[config.mk]
export PLATFORM = sky130hd
export DESIGN_NAME = regbank_sequencer
export DESIGN_NICKNAME = d
export VERILOG_FILES = /design/src/rtl/regbank_sequencer_pkg.sv /design/src/rtl/regbank_sequencer.sv
export SDC_FILE = /design/constraint.sdc
export NUM_CORES = 1
export LEC_CHECK = 0
export CORE_MARGIN = 5
export CORE_UTILIZATION = 41
export DETAILED_ROUTE_END_ITERATION = 10
export PLACE_DENSITY = 0.75
export SLEW_MARGIN = 20
export SYNTH_ARGS = -nofsm -noshare
export SYNTH_HDL_FRONTEND = slang
export SYNTH_SLANG_ARGS = --single-unit
[constraint.sdc]
create_clock -name clk -period 1.9 [get_ports clk]
set_input_delay 0.38 -clock clk [delete_from_list [all_inputs] [get_ports clk]]
set_output_delay 0.38 -clock clk [all_outputs]
set_load 0.01 [all_outputs]
[src/rtl/regbank_sequencer_pkg.sv]
// Shared types and defaults for the register-bank sequencer.
// Widths and FSM state encodings used by the sequencer and its users.
package regbank_sequencer_pkg;

    localparam int DEF_DATA_WIDTH = 32;
    localparam int DEF_ADDR_WIDTH = 4;

    typedef enum logic [2:0] {
        IDLE  = 3'd0,
        WRITE = 3'd1,
        READ1 = 3'd2,
        READ2 = 3'd3,
        FETCH = 3'd4,
        DONE  = 3'd5
    } seqState_t;

endpackage

[src/rtl/regbank_sequencer.sv]
// Serialises writeback + two source reads onto a single-port register bank
// and returns both operands on a valid/ready handshake.
module regbank_sequencer
    import regbank_sequencer_pkg::*;
#(
    parameter int DATA_WIDTH = DEF_DATA_WIDTH,
    parameter int ADDR_WIDTH = DEF_ADDR_WIDTH
) (
    input  logic                  clk,
    input  logic                  reset,
    input  logic                  reqValid,
    output logic                  reqReady,
    input  logic [ADDR_WIDTH-1:0] rs1,
    input  logic [ADDR_WIDTH-1:0] rs2,
    input  logic [ADDR_WIDTH-1:0] rd,
    input  logic                  wbEnable,
    input  logic [DATA_WIDTH-1:0] wbData,
    output logic                  opValid,
    input  logic                  opReady,
    output logic [DATA_WIDTH-1:0] op1,
    output logic [DATA_WIDTH-1:0] op2,
    output logic [ADDR_WIDTH-1:0] bankRegNum,
    output logic [DATA_WIDTH-1:0] bankDataIn,
    output logic                  bankWriteEnable,
    input  logic [DATA_WIDTH-1:0] bankDataOut
);

    seqState_t state, stateNext;

    logic [ADDR_WIDTH-1:0] rs1Q, rs2Q, rdQ;
    logic [ADDR_WIDTH-1:0] rs1Next, rs2Next, rdNext;
    logic                  wbEnQ, wbEnNext;
    logic [DATA_WIDTH-1:0] wbDataQ, wbDataNext;

    logic                  opValidNext;
    logic [DATA_WIDTH-1:0] op1Next, op2Next;
    logic [ADDR_WIDTH-1:0] regNumNext;
    logic [DATA_WIDTH-1:0] dataInNext;
    logic                  weNext;
    logic                  accept;

    // Held low during reset even though state already reads IDLE.
    assign reqReady = reset & ((state == IDLE) |
                               ((state == DONE) & opReady));
    assign accept   = reqValid & reqReady;

    always_comb begin
        stateNext   = state;
        rs1Next     = rs1Q;
        rs2Next     = rs2Q;
        rdNext      = rdQ;
        wbEnNext    = wbEnQ;
        wbDataNext  = wbDataQ;
        opValidNext = opValid;
        op1Next     = op1;
        op2Next     = op2;
        regNumNext  = bankRegNum;
        dataInNext  = bankDataIn;
        weNext      = 1'b0;

        if (accept) begin
            rs1Next    = rs1;
            rs2Next    = rs2;
            rdNext     = rd;
            wbEnNext   = wbEnable;
            wbDataNext = wbData;
        end

        unique case (state)
            IDLE, DONE: begin
                if (accept) begin
                    stateNext   = (wbEnNext && rdNext != '0) ? WRITE : READ1;
                    opValidNext = 1'b0;
                end else if (state == DONE && opReady) begin
                    stateNext   = IDLE;
                    opValidNext = 1'b0;
                end
            end
            WRITE: stateNext = READ1;
            READ1: stateNext = READ2;
            READ2: begin
                // Bank data seen here was addressed during READ1.
                op1Next   = (rs1Q == '0) ? '0 : bankDataOut;
                stateNext = FETCH;
            end
            FETCH: begin
                op2Next     = (rs2Q == '0) ? '0 : bankDataOut;
                opValidNext = 1'b1;
                stateNext   = DONE;
            end
        endcase

        // Bank port is registered, so it is set up for the state being entered.
        unique case (stateNext)
            WRITE: begin
                regNumNext = rdNext;
                dataInNext = wbDataNext;
                weNext     = 1'b1;
            end
            READ1:   regNumNext = rs1Next;
            READ2:   regNumNext = rs2Next;
            default: ;
        endcase
    end

    always_ff @(posedge clk or negedge reset) begin
        if (!reset) begin
            state           <= IDLE;
            rs1Q            <= '0;
            rs2Q            <= '0;
            rdQ             <= '0;
            wbEnQ           <= 1'b0;
            wbDataQ         <= '0;
            opValid         <= 1'b0;
            op1             <= '0;
            op2             <= '0;
            bankRegNum      <= '0;
            bankDataIn      <= '0;
            bankWriteEnable <= 1'b0;
        end else begin
            state           <= stateNext;
            rs1Q            <= rs1Next;
            rs2Q            <= rs2Next;
            rdQ             <= rdNext;
            wbEnQ           <= wbEnNext;
            wbDataQ         <= wbDataNext;
            opValid         <= opValidNext;
            op1             <= op1Next;
            op2             <= op2Next;
            bankRegNum      <= regNumNext;
            bankDataIn      <= dataInNext;
            bankWriteEnable <= weNext;
        end
    end

endmodule

==> results by group <==
Run status
  • Run status: finished clean

Critical path
  • Number of buffers and inverters on the critical path: 2
  • Setup crit end kind: output port
  • Type of the worst setup path: input port to output port
  • Delay of the slowest critical-path stage: between 500 and 600 ps
  • Max Fanout on Critical Path: 3
  • Category of the worst setup path launch point: input port
  • CP delay by family, top: buffers and inverters
  • Critical-path top delay cell: sky130_fd_sc_hd__clkdlybuf4s50_1
  • Required @ worst endpoint: ~1500 ps
  • Ordered list of cells on the worst path: clkdlybuf4s50_1 -> nand3_2 -> a21oi_2 -> clkdlybuf4s15_2
  • Arrival time reported for the critical path endpoint: ~1500 ps

Logic synthesis
  • Post-Synthesis Net Count: between 400 and 500
  • Ranking of synthesized cells by area: sky130_fd_sc_hd__dfrtp_1 64%, sky130_fd_sc_hd__a22o_1 9.9%, sky130_fd_sc_hd__mux2_4 8.8%
  • Synth Area per Inst: around 15 um2
  • Predominant post-synthesis flop cell: sky130_fd_sc_hd__dfrtp_1
  • Sequential area share after synthesis: 64.3%
  • Cell taking the most area after synthesis: sky130_fd_sc_hd__dfrtp_1
  • Fraction of registers with async set or reset after synthesis: 100%
  • Number of warnings issued by yosys: 0
  • Area fraction of the dominant cell type after synthesis: between 60% and 70%
  • Distinct cells, synth: 35
  • Leading post-synthesis cells by instance count: 145 x sky130_fd_sc_hd__dfrtp_1, 64 x sky130_fd_sc_hd__a22o_1, 35 x sky130_fd_sc_hd__mux2_2
  • Cell count after synthesis: approximately 370
  • Cell with the most instances after synthesis: sky130_fd_sc_hd__dfrtp_1
  • Number of enable-type register cells in the synthesized netlist: 0
  • Number of synthesized register bits: ~150
  • Cell Area, Synth: about 5600 um2

Global routing
  • Aggregate global-route resource usage: between 15 and 20%
  • Remaining Overflow, GRT: 0
  • Via count of the first global-routing pass: approximately 4300
  • Initial antenna violation count: 0
  • Largest net degree at the start of global routing: 61
  • Global-route wire length before repair: roughly 23000 um

Routing
  • Via count: ~3900
  • 1st-iter DRT viols: approximately 230
  • Number of detailed-route iterations in the first pass: 6
  • Remaining design rule violation count: 0
  • Vias per inst: approximately 5.1
  • Average routed wire per standard cell: around 19 um
  • Count of nets left with antenna violations after detail routing: 0
  • Total wirelength of the detailed-routed design: ~14000 um

Timing
  • Headroom to the max-slew limit: 48.9%
  • Min Clock Period, post-route: approximately 1800 ps
  • RSZ-0062 raised after global routing: no
  • Final setup fails: 0
  • Final slew viol count: 0
  • Worst clock skew: about 8.0 ps
  • Share of the cycle needed by the critical path after routing: between 90% and 100%
  • Worst Max-Slew Pin Slew: 767 ps
  • Worst Hold Slack: around 63 ps
  • Final Hold Vio Count: 0
  • Final setup slack of the worst path: about 70 ps
  • Fmax achieved: 0.546 GHz

Placement
  • Setup slack at placement: -309 ps
  • DPL Wire Length: a little over 10000 um
  • Port bufs: roughly 180
  • Number of cells after detailed placement: around 730
  • Final RePlAce weighted congestion: 0.813

Min path
  • Hold Path Class: input port to asynchronous set/reset pin

Cells and area
  • Number of nets in the final layout: 651
  • Non-filler cells, final: 757
  • Relative area change from synthesis to final layout: 48.2%
  • Share of final-layout standard cells stronger than drive strength 1: between 20% and 30%
  • Diode count: 0

Power and ir drop
  • Total design power: 13900 uW
  • Leakage power summed over all cells: about 0.0038 uW
  • PD cells: 1660 nW/um2
  • Largest vdd supply drop: 0.742 mV

Die
  • Row Count: 42
  • Die Width: between 100 and 150 um
  • I/O Pins: around 180
  • Height of the chip: roughly 130 um
  • Total Die Area: 16200 um2
  • Floorplan core area: about 13000 um2
  • Initial standard-cell utilization of the core: a little over two fifths

Clock tree
  • Hold-fix buffers, CTS: 0
  • Clock tree root driver cell: sky130_fd_sc_hd__clkbuf_16
  • Clock edge transition at the registers on the reported setup and hold paths: 50 ps
  • CTS Buf Count: 17
  • Clk sink count: around 150
  • Clock insertion delay at the later pin of the skew report: 400 ps
  • Number of buffers on the longest clock path: 2
  • Clock tree from TritonCTS: built
  • Level count of the clock H-tree: 4

Run
  • Max-cap viol count: 0
## flip-flops by register name (all words and copies together), names as in the netlist
register,cells
bankWriteEnable,1
opValid,1
rs2Q,4
wbDataQ,32
state,3
rs1Q,4
op2,32
bankRegNum,4
op1,32
bankDataIn,32
## power by group
part / switching (uW) / internal (uW) / total (uW)
combinational: 2230 / 3350 / 5590
sequential: 691 / 4460 / 5150
clock: 1160 / 1980 / 3140
total: 4080 / 9800 / 13900
## kinds of logic after synthesis
| logic type | after synthesis | share of synthesized area, % |
|---|---|---|
| compound gates | 86 | 13.2 |
| buf+inv | 30 | 3.04 |
| flops | 145 | 64.3 |
| mux | 72 | 16.5 |
| simple gates | 32 | 3.06 |
## through the flow
| step | util [%] | setup TNS (ps) | instance area, um2 |
|---|---|---|---|
| global placement | 58.4 | -9900 | 7800 |
| global route | 62.7 | 0 | 8370 |
| detailed placement | 58.4 | -11510 | 7800 |
| CTS | 62.6 | 0 | 8360 |
| floorplan | - | 0 | 5650 |
| finish | 62.7 | 0 | 8370 |
## layer usage
metal	up-vias	wire (um)	GRT usage (%)
li1	1754	-	-
met4	0	421	8.39
met1	1965	5900	22.4
met5	-	0	0
met2	142	7260	28.8
met3	25	817	4.59
## cells in the final DEF (no fill, tap or decap), drive strengths merged, types with 2 or more instances in the layout
cell type,count
clkdlybuf4s50,181
dfrtp,145
mux2,68
a22o,64
buf,28
clkbuf,24
nor2,10
inv,6
nand2,6
nand3,5
mux2i,4
o22a,4
o22ai,4
nand3b,3
clkinv,3
a21oi,3
nor4,2
or3b,2
bufinv,2
a21o,2
o21ai,2
## worst register-to-register path: stages, from the launching register on
cell and delay, ps:
sky130_fd_sc_hd__dfrtp_1 400, sky130_fd_sc_hd__or2_4 290, sky130_fd_sc_hd__a21o_4 230, sky130_fd_sc_hd__buf_12 180, sky130_fd_sc_hd__mux2_4 340, sky130_fd_sc_hd__mux2_2 260
## cell type report
type	instances	area [um2]
fill	1006	4980
sequential	145	3630
timing repair buffer	210	2090
multi-input combinational	190	1860
clock buffer	24	472
tap	176	220
clock inverter	6	82.6
inverter	6	22.5
## final timing paths
path | start | to | slack, ps | depth (start not counted)
worst min register to register | wbDataQ[22]$_DFF_PN0_ | wbDataQ[22]$_DFF_PN0_ | 490 | 1
min in group clk | wbDataQ[22]$_DFF_PN0_ | wbDataQ[22]$_DFF_PN0_ | 490 | 1
worst max register to register | state[2]$_DFF_PN0_ | bankDataIn[24]$_DFFE_PN0P_ | 90 | 5
worst max-delay path | opReady | reqReady | 70 | 4
worst min-delay path | reset | state[1]$_DFF_PN0_ | 60 | 2
max in group asynchronous | reset | op1[27]$_DFFE_PN0N_ | 630 | 3
## timing repair
item / in CTS / in global routing
endpoints found under the hold margin: 0 / 0
setup buffers: 0 / 1
setup endpoints to repair: 1 / 1
gates cloned: 0 / 0
gates resized for setup: 4 / 0
Note: power is estimated with default switching activity, not from simulation.
